[config.mk]
export PLATFORM = sky130hd
export DESIGN_NAME = mem_arb_flat
export DESIGN_NICKNAME = d
export VERILOG_FILES = /design/src/rtl/mem_arb_if.sv /design/src/rtl/mem_arb.sv /design/src/flat_wrapper.sv
export SDC_FILE = /design/constraint.sdc
export NUM_CORES = 1
export LEC_CHECK = 0
export BUFFER_PORTS_ARGS = -buffer_cell sky130_fd_sc_hd__clkbuf_2
export CAP_MARGIN = 25
export CORE_AREA = 3 3 124 126
export CTS_BUF_LIST = sky130_fd_sc_hd__clkbuf_2
export CTS_CLUSTER_DIAMETER = 40
export DETAILED_ROUTE_END_ITERATION = 10
export DIE_AREA = 0 0 127 129
export PLACE_DENSITY = 0.59
export SLEW_MARGIN = 10
export SYNTH_ARGS = -nofsm -noshare
export SYNTH_HDL_FRONTEND = slang
export SYNTH_SLANG_ARGS = --single-unit
[constraint.sdc]
create_clock -name clk -period 3.25 [get_ports clk]
set_clock_uncertainty 0.15 [all_clocks]
set_input_delay 0.65 -clock clk [delete_from_list [all_inputs] [get_ports clk]]
set_output_delay 0.65 -clock clk [all_outputs]
set_load 0.01 [all_outputs]
[src/rtl/mem_arb_if.sv]
// Fetch, data and single-port RAM signal bundle around mem_arb.
// master = requesters plus RAM model side, slave = the arbiter.
interface mem_arb_if #(
   parameter int unsigned AW = 10
);
   logic          i_ren;
   logic [31:0]   i_addr;
   logic          i_accept;
   logic          i_val;
   logic          i_error;
   logic [31:0]   i_rdata;
   logic [31:0]   i_pc;

   logic          d_ren;
   logic [3:0]    d_wen;
   logic [31:0]   d_addr;
   logic [31:0]   d_wdata;
   logic [10:0]   d_req_tag;
   logic          d_accept;
   logic          d_val;
   logic          d_error;
   logic [31:0]   d_rdata;
   logic [10:0]   d_resp_tag;

   logic          mem_ren;
   logic [3:0]    mem_wen;
   logic [AW-1:0] mem_addr;
   logic [31:0]   mem_wdata;
   logic [31:0]   mem_rdata;

   logic [15:0]   conflict_cnt;

   modport master (
      output i_ren, i_addr, d_ren, d_wen, d_addr, d_wdata, d_req_tag, mem_rdata,
      input  i_accept, i_val, i_error, i_rdata, i_pc,
      input  d_accept, d_val, d_error, d_rdata, d_resp_tag,
      input  mem_ren, mem_wen, mem_addr, mem_wdata, conflict_cnt
   );

   modport slave (
      input  i_ren, i_addr, d_ren, d_wen, d_addr, d_wdata, d_req_tag, mem_rdata,
      output i_accept, i_val, i_error, i_rdata, i_pc,
      output d_accept, d_val, d_error, d_rdata, d_resp_tag,
      output mem_ren, mem_wen, mem_addr, mem_wdata, conflict_cnt
   );
endinterface

[src/rtl/mem_arb.sv]
// Round-robin fetch/data arbiter for one single-port RAM; grant and RAM command in the request cycle.
// Response exactly one cycle after accept; the losing side holds its request, responses never stall.
module mem_arb #(
   parameter int unsigned AW        = 10,
   parameter logic [31:0] MEM_START = 32'h0000_0000,
   parameter logic [31:0] MEM_STOP  = 32'h0000_1000
) (
   input logic      clk,
   input logic      rst_n,
   mem_arb_if.slave bus
);
   logic        i_act;
   logic        d_act;
   logic        d_wr;
   logic        i_inr;
   logic        d_inr;
   logic        gnt_i;
   logic        gnt_d;

   logic        prio_q;
   logic        rsp_val_q;
   logic        rsp_src_q;
   logic        rsp_err_q;
   logic [10:0] rsp_tag_q;
   logic [31:0] rsp_pc_q;
   logic [15:0] cnt_q;

   logic        i_val_w;
   logic        d_val_w;

   // Offset from MEM_START wraps for addresses below it, so one unsigned compare covers both bounds.
   function automatic logic in_range(input logic [31:0] a);
      return ((a & ~32'h3) - MEM_START) < (MEM_STOP - MEM_START);
   endfunction

   assign i_act = bus.i_ren;
   assign d_wr  = |bus.d_wen;
   assign d_act = bus.d_ren | d_wr;
   assign i_inr = in_range(bus.i_addr);
   assign d_inr = in_range(bus.d_addr);

   // Grants are gated by rst_n so nothing is accepted while reset is held.
   assign gnt_d = rst_n & d_act & (~i_act | prio_q);
   assign gnt_i = rst_n & i_act & ~gnt_d;

   assign bus.i_accept = gnt_i;
   assign bus.d_accept = gnt_d;

   always_comb begin
      bus.mem_ren   = 1'b0;
      bus.mem_wen   = 4'h0;
      bus.mem_addr  = bus.i_addr[AW+1:2];
      bus.mem_wdata = bus.d_wdata;
      if (gnt_d) begin
         bus.mem_addr = bus.d_addr[AW+1:2];
         if (d_inr) begin
            if (d_wr) begin
               bus.mem_wen = bus.d_wen;
            end else begin
               bus.mem_ren = 1'b1;
            end
         end
      end else if (gnt_i && i_inr) begin
         bus.mem_ren = 1'b1;
      end
   end

   always_ff @(posedge clk or negedge rst_n) begin
      if (!rst_n) begin
         prio_q    <= 1'b1;
         rsp_val_q <= 1'b0;
         rsp_src_q <= 1'b0;
         rsp_err_q <= 1'b0;
         rsp_tag_q <= 11'h0;
         rsp_pc_q  <= 32'h0;
         cnt_q     <= 16'h0;
      end else begin
         // Writes never produce a valid response; an out-of-range write still flags an error.
         rsp_val_q <= gnt_i | (gnt_d & ~d_wr);
         rsp_err_q <= (gnt_i & ~i_inr) | (gnt_d & ~d_inr);
         rsp_src_q <= gnt_d;
         if (gnt_d) begin
            rsp_tag_q <= bus.d_req_tag;
            prio_q    <= 1'b0;
         end else if (gnt_i) begin
            rsp_pc_q  <= bus.i_addr;
            prio_q    <= 1'b1;
         end
         if (i_act && d_act && (cnt_q != 16'hFFFF)) begin
            cnt_q <= cnt_q + 16'd1;
         end
      end
   end

   assign i_val_w        = rsp_val_q & ~rsp_src_q;
   assign d_val_w        = rsp_val_q & rsp_src_q;
   assign bus.i_val      = i_val_w;
   assign bus.d_val      = d_val_w;
   assign bus.i_error    = rsp_err_q & ~rsp_src_q;
   assign bus.d_error    = rsp_err_q & rsp_src_q;
   assign bus.i_rdata    = (i_val_w && !rsp_err_q) ? bus.mem_rdata : 32'h0;
   assign bus.d_rdata    = (d_val_w && !rsp_err_q) ? bus.mem_rdata : 32'h0;
   assign bus.i_pc       = rsp_pc_q;
   assign bus.d_resp_tag = rsp_tag_q;
   assign bus.conflict_cnt = cnt_q;
endmodule

[src/flat_wrapper.sv]
// flat-port wrapper written by rule: the top's interface ports become plain ports
module mem_arb_flat 
#(
   parameter int unsigned AW        = 10,
   parameter logic [31:0] MEM_START = 32'h0000_0000,
   parameter logic [31:0] MEM_STOP  = 32'h0000_1000
)
  (clk, rst_n, bus_i_ren, bus_i_addr, bus_d_ren, bus_d_wen, bus_d_addr, bus_d_wdata, bus_d_req_tag, bus_mem_rdata, bus_i_accept, bus_i_val, bus_i_error, bus_i_rdata, bus_i_pc, bus_d_accept, bus_d_val, bus_d_error, bus_d_rdata, bus_d_resp_tag, bus_mem_ren, bus_mem_wen, bus_mem_addr, bus_mem_wdata, bus_conflict_cnt);
  mem_arb_if #(.AW(AW)) bus_i ();
  input logic clk;
  input logic rst_n;
  input wire logic [$bits(bus_i.i_ren)-1:0] bus_i_ren;
  input wire logic [$bits(bus_i.i_addr)-1:0] bus_i_addr;
  input wire logic [$bits(bus_i.d_ren)-1:0] bus_d_ren;
  input wire logic [$bits(bus_i.d_wen)-1:0] bus_d_wen;
  input wire logic [$bits(bus_i.d_addr)-1:0] bus_d_addr;
  input wire logic [$bits(bus_i.d_wdata)-1:0] bus_d_wdata;
  input wire logic [$bits(bus_i.d_req_tag)-1:0] bus_d_req_tag;
  input wire logic [$bits(bus_i.mem_rdata)-1:0] bus_mem_rdata;
  output wire logic [$bits(bus_i.i_accept)-1:0] bus_i_accept;
  output wire logic [$bits(bus_i.i_val)-1:0] bus_i_val;
  output wire logic [$bits(bus_i.i_error)-1:0] bus_i_error;
  output wire logic [$bits(bus_i.i_rdata)-1:0] bus_i_rdata;
  output wire logic [$bits(bus_i.i_pc)-1:0] bus_i_pc;
  output wire logic [$bits(bus_i.d_accept)-1:0] bus_d_accept;
  output wire logic [$bits(bus_i.d_val)-1:0] bus_d_val;
  output wire logic [$bits(bus_i.d_error)-1:0] bus_d_error;
  output wire logic [$bits(bus_i.d_rdata)-1:0] bus_d_rdata;
  output wire logic [$bits(bus_i.d_resp_tag)-1:0] bus_d_resp_tag;
  output wire logic [$bits(bus_i.mem_ren)-1:0] bus_mem_ren;
  output wire logic [$bits(bus_i.mem_wen)-1:0] bus_mem_wen;
  output wire logic [$bits(bus_i.mem_addr)-1:0] bus_mem_addr;
  output wire logic [$bits(bus_i.mem_wdata)-1:0] bus_mem_wdata;
  output wire logic [$bits(bus_i.conflict_cnt)-1:0] bus_conflict_cnt;
  assign bus_i.i_ren = bus_i_ren;
  assign bus_i.i_addr = bus_i_addr;
  assign bus_i.d_ren = bus_d_ren;
  assign bus_i.d_wen = bus_d_wen;
  assign bus_i.d_addr = bus_d_addr;
  assign bus_i.d_wdata = bus_d_wdata;
  assign bus_i.d_req_tag = bus_d_req_tag;
  assign bus_i.mem_rdata = bus_mem_rdata;
  assign bus_i_accept = bus_i.i_accept;
  assign bus_i_val = bus_i.i_val;
  assign bus_i_error = bus_i.i_error;
  assign bus_i_rdata = bus_i.i_rdata;
  assign bus_i_pc = bus_i.i_pc;
  assign bus_d_accept = bus_i.d_accept;
  assign bus_d_val = bus_i.d_val;
  assign bus_d_error = bus_i.d_error;
  assign bus_d_rdata = bus_i.d_rdata;
  assign bus_d_resp_tag = bus_i.d_resp_tag;
  assign bus_mem_ren = bus_i.mem_ren;
  assign bus_mem_wen = bus_i.mem_wen;
  assign bus_mem_addr = bus_i.mem_addr;
  assign bus_mem_wdata = bus_i.mem_wdata;
  assign bus_conflict_cnt = bus_i.conflict_cnt;
  mem_arb #(.AW(AW), .MEM_START(MEM_START), .MEM_STOP(MEM_STOP)) u_core (.clk(clk), .rst_n(rst_n), .bus(bus_i));
endmodule
* Yosys cells after proc, flatten, opt, wreduce, memory -nomap -nowiden
Cells that the tools add are included.
** Storage, ports and cells
- Register bits after elaboration :: 63
- Bits in latches :: 0
- Memory bits (writable) :: 0
- ROM bits :: 0
- Input port bits :: 147
- Logic and storage cells :: 53
- Memories kept :: 0
** Cells by class
- $add $sub $neg :: 1
- Multipliers :: 0
- Div/mod/pow operators :: 0
- Magnitude comparators :: 2
- Equal/unequal tests :: 1
- Shift-type cells :: 0
- Muxes and demuxes :: 12
- Bitwise operators :: 21
- Reduce and logical (&&, ||, !) cells :: 9
** Operator list (count)
- $lt 32x13->1 const B :: 2
- $mux 32 :: 2
- $add 16x1->16 const B :: 1
- $ne 16x16->1 const B :: 1
- $mux 4 :: 3
- $and 1x1->1 :: 11
- $mux 10 :: 1
- $mux 1 :: 6
- $not 1->1 :: 6
- $logic_and 1x1->1 :: 5
- $or 1x1->1 :: 4
- $reduce_or 4->1 :: 1
- $reduce_and 2->1 :: 1
- $reduce_bool 2->1 :: 1
- $logic_not 1->1 :: 1

* Logic depth before layout (Yosys ltp)
- Depth in word-level cells :: 9
- Gate-level depth with buffers :: 6
- Mapped depth without buffers :: 5

* Least setup slack after synthesis
OpenSTA, ideal clock, no wires.
- Path kind :: input to output
- Start point :: input bus_d_wen[1]
- End point :: output bus_mem_addr[0]
- Arrival time :: 2140 ps
- Required time :: 2450 ps
- Slack :: 310 ps
- Stages on the path :: 5
- Path through :: or4_1 -> buf_6 -> o221ai_4 -> buf_6 -> mux2_2
** Between the ends
- Longest elaborated chain between the ends :: 5
** Ends and longest elaborated chain
- start, declared :: RTL line flat_wrapper.sv:15 : input wire logic [$bits(bus_i.d_wen)-1:0] bus_d_wen;
- $reduce_or 4->1 :: RTL line mem_arb.sv:37 : assign d_wr = |bus.d_wen;
- $or 1x1->1 :: RTL line mem_arb.sv:38 : assign d_act = bus.d_ren | d_wr;
- $and 1x1->1 (2 in series) :: RTL line mem_arb.sv:43 : assign gnt_d = rst_n & d_act & (~i_act | prio_q);
- $mux 10 :: RTL line mem_arb.sv:54 : if (gnt_d) begin
- end, declared :: RTL line flat_wrapper.sv:32 : output wire logic [$bits(bus_i.mem_addr)-1:0] bus_mem_addr;
No other way between the ends.

* Final worst setup path
- Start point :: input bus_d_wen[1]
- End point :: output bus_mem_addr[4]
The elaborated chain is that of the path after synthesis.

==> results.md <==
- Status: finished clean
- Fmax: 0.328 GHz
- Largest net degree at the start of global routing: 66
- Worst hold stages: 2
- Vias per inst: 4.45
- Final min period: 3050 ps
- #FFs+latches synth: 63
- Worst path depth: 6
- Antenna cells: 0
- Die area: 16,400 um2
- Hold Vio Cnt, Final: 0
- Finished Cell Area: 5090 um2
- Initial antenna violation count: 1
- Worst path max stage delay: 590 ps
- I/O pins: 323
- Final wirelength: 12.2 mm
- Ratio of cells with drive above 1 in the final layout: 0.610
- Worst Reg-to-Reg Cells: 6
- Reg2Reg Setup Slack: 1180 ps
- Number of synthesized flops with an enable pin: 0
- Routability cong.: 0.782
- DR pass1 iterations: 4
- First-pass GRT wire length: 17.9 mm
- Root Buffer: clkbuf_2
- Most common cell after layout, fill and taps aside: clkbuf_2
- Overflow after GRT: 0
- Largest fanout on the critical path: 22
- Layout area overhead: 37.2%
- PortBufs: 256
- Min-Delay Path Class: input port to flip-flop
- Post-CTS setup buffers: 0
- CTS Buf Count: 9
- Fin nets: 703
- Critical path class: input port to output port
- Final max-slew violation count: 0
- # fillers: 1,479
- Hold Path Sink: u_core.bus.i_pc[0]
- Nature of the critical path endpoint: output port
- Worst-path clk slew: 200 ps
- DRT antenna net count: 0
- Netlist Area Pre-Place: 3710 um2
- Crit start category: input port
- Die height: 129 um
- Slew @ Worst Pin: 822 ps
- Mean Syn Cell Area: 11.4 um2
- CP Cell Sequence: clkbuf_2 > or4_1 > o221ai_4 > buf_12 > mux2_2 > clkbuf_2
- CTS max path bufs: 2
- RR Startpoint: u_core.bus.conflict_cnt[0]
- Sequential share of the synthesized area: 0.425
- P per Cell Area: 489 nW/um2
- Post-synth top flop: dfrtp_1
- WL/cell: 16.4 um
- Post-cts sizing count: 0
- CTS tree: done
- Starting Density: 0.257
- Crit path setup slack, layout: 201 ps
- Max-slew headroom: 0.452
- Hold path start: bus_i_addr[0]
- WP buf/inv: 3
- Core area: 14,400 um2
- Unrepaired setup endpoints after global routing: false
- Crit. Startpoint: bus_d_wen[1]
- Post-Syn Nets: 474
- Setup violators final: 0
- CP max-delay cell: or4_1
- Cell mode on critical path: clkbuf_2
- DR iter-0 viols: 68
- VDD IR max: 0.328 mV
- H-tree levels: 3
- Synth cell types: 39
- Placed Area: 4960 um2
- Die width: 127 um
- Clock insertion delay at the later pin of the skew report: 500 ps
- Hold_buf cts: 0
- Yosys warnings: 0
- WP data arrival: 2250 ps
- Row count: 44
- Dpl ws: 191 ps
- Reg2reg end: u_core.bus.conflict_cnt[14]
- DR vias: 3,306
- Most frequent cells in the layout: 264 x clkbuf_2, 72 x and2_1, 62 x dfrtp_1
- Leakage: 2.74 nW
- DPL Wire Length: 10.1 mm
- WP data required: 2450 ps
- Number of global-route vias before repair: 3,224
- Gr usage total: 0.141
- Max-cap violations: 0
- Period utilisation layout: 0.938
- DRC violations left: 0
- Post-synthesis async set-or-reset flop share: 1.00
- Num Clock Sinks: 63
- Family with the most delay on the worst path: simple AND/OR/NAND/NOR gates
- Setup Total Neg Slack: 0 ps
- Synthesized instance count: 326
-- layout make-up --
class                      count  area [um2]  share of cell area
clock inverter                 6        85.1              0.0167
sequential                    63        1580               0.310
inverter                       4        15.0             0.00295
tap                          184         230              0.0452
timing repair buffer         265        1360               0.267
clock buffer                   9        45.0             0.00885
multi-input combinational    212        1780               0.349
-- synthesized netlist by cell type (2+ instances only) --
| library cell | n | area (um2) |
|---|---|---|
| buf_4 | 33 | 248 |
| and2_1 | 72 | 450 |
| mux2_4 | 29 | 435 |
| nand4_1 | 2 | 12.5 |
| or2_2 | 2 | 12.5 |
| nand2_1 | 11 | 41.3 |
| nor2b_1 | 2 | 12.5 |
| nor2_1 | 3 | 11.3 |
| nor4_1 | 12 | 75.1 |
| inv_1 | 4 | 15.0 |
| dfrtp_1 | 62 | 1550 |
| a211oi_1 | 6 | 45.0 |
| xor2_1 | 11 | 96.3 |
| nand3_1 | 8 | 40.0 |
| clkbuf_1 | 7 | 26.3 |
| and4_1 | 2 | 17.5 |
| mux2_2 | 26 | 293 |
| o21ai_0 | 4 | 20.0 |
| buf_6 | 6 | 67.6 |
| a2111oi_0 | 3 | 26.3 |
| xnor2_1 | 3 | 26.3 |
-- registers in the layout (all words and copies together), names as in the netlist --
name                     count
u_core.bus.conflict_cnt     16
u_core.bus.d_resp_tag       11
u_core.bus.i_pc             32
u_core.prio_q                1
u_core.rsp_err_q             1
u_core.rsp_src_q             1
u_core.rsp_val_q             1
-- metal layers --
layer / vias to the layer above / routed length, um / global-route usage
met2: 201 / 6180 / 0.245
met4: 2 / 118 / 0.0454
met3: 15 / 1240 / 0.0490
met1: 1538 / 4590 / 0.164
met5: - / 13 / 0
li1: 1550 / - / -
-- kinds of logic (layout without fill, tap and decap cells) --
kind of cell             after synthesis  in the layout  synth area share
buffers and inverters                 51            284            0.0974
multiplexers                          55             55             0.196
AND/OR/NAND/NOR                      121            121             0.198
adder cells (fa/ha/maj)                1              1           0.00337
XOR/XNOR                              14             14            0.0330
AO/OA/AOI/OAI                         21             21            0.0469
flip-flops                            63             63             0.425
-- metrics by stage --
step	power, mW	cells	utilization	hold slack, ps
floorplan	1.60	326	-	204
global placement	1.95	728	0.344	334
detailed placement	1.96	728	0.344	330
CTS	2.54	743	0.353	96.4
global route	2.67	743	0.353	96.1
finish	2.49	743	0.353	193
-- worst max path at each step --
stage,slack [ps],to
2_1_floorplan,310,bus_mem_addr[0]
3_3_place_gp,210,bus_mem_addr[2]
3_5_place_dp,190,bus_mem_addr[6]
4_1_cts,190,bus_mem_addr[6]
5_1_grt,50,bus_d_rdata[6]
6_report,200,bus_mem_addr[4]
-- worst reg2reg max path: cells and delay by family, from the launching register on --
| kind | cells | cell delay (ps) |
|---|---|---|
| XOR/XNOR | 1 | 180 |
| buffers and inverters | 2 | 290 |
| adder cells (fa/ha/maj) | 1 | 240 |
| AND/OR/NAND/NOR | 2 | 690 |
| flip-flops | 1 | 490 |
-- where the power goes --
| part | leakage (nW) | internal, mW | switching [mW] |
|---|---|---|---|
| Clock | 0.0774 | 0.250 | 0.301 |
| Combinational | 1.92 | 0.427 | 0.374 |
| Sequential | 0.752 | 0.965 | 0.172 |
| Total | 2.74 | 1.64 | 0.847 |
Power figures use the tool's default switching activity.
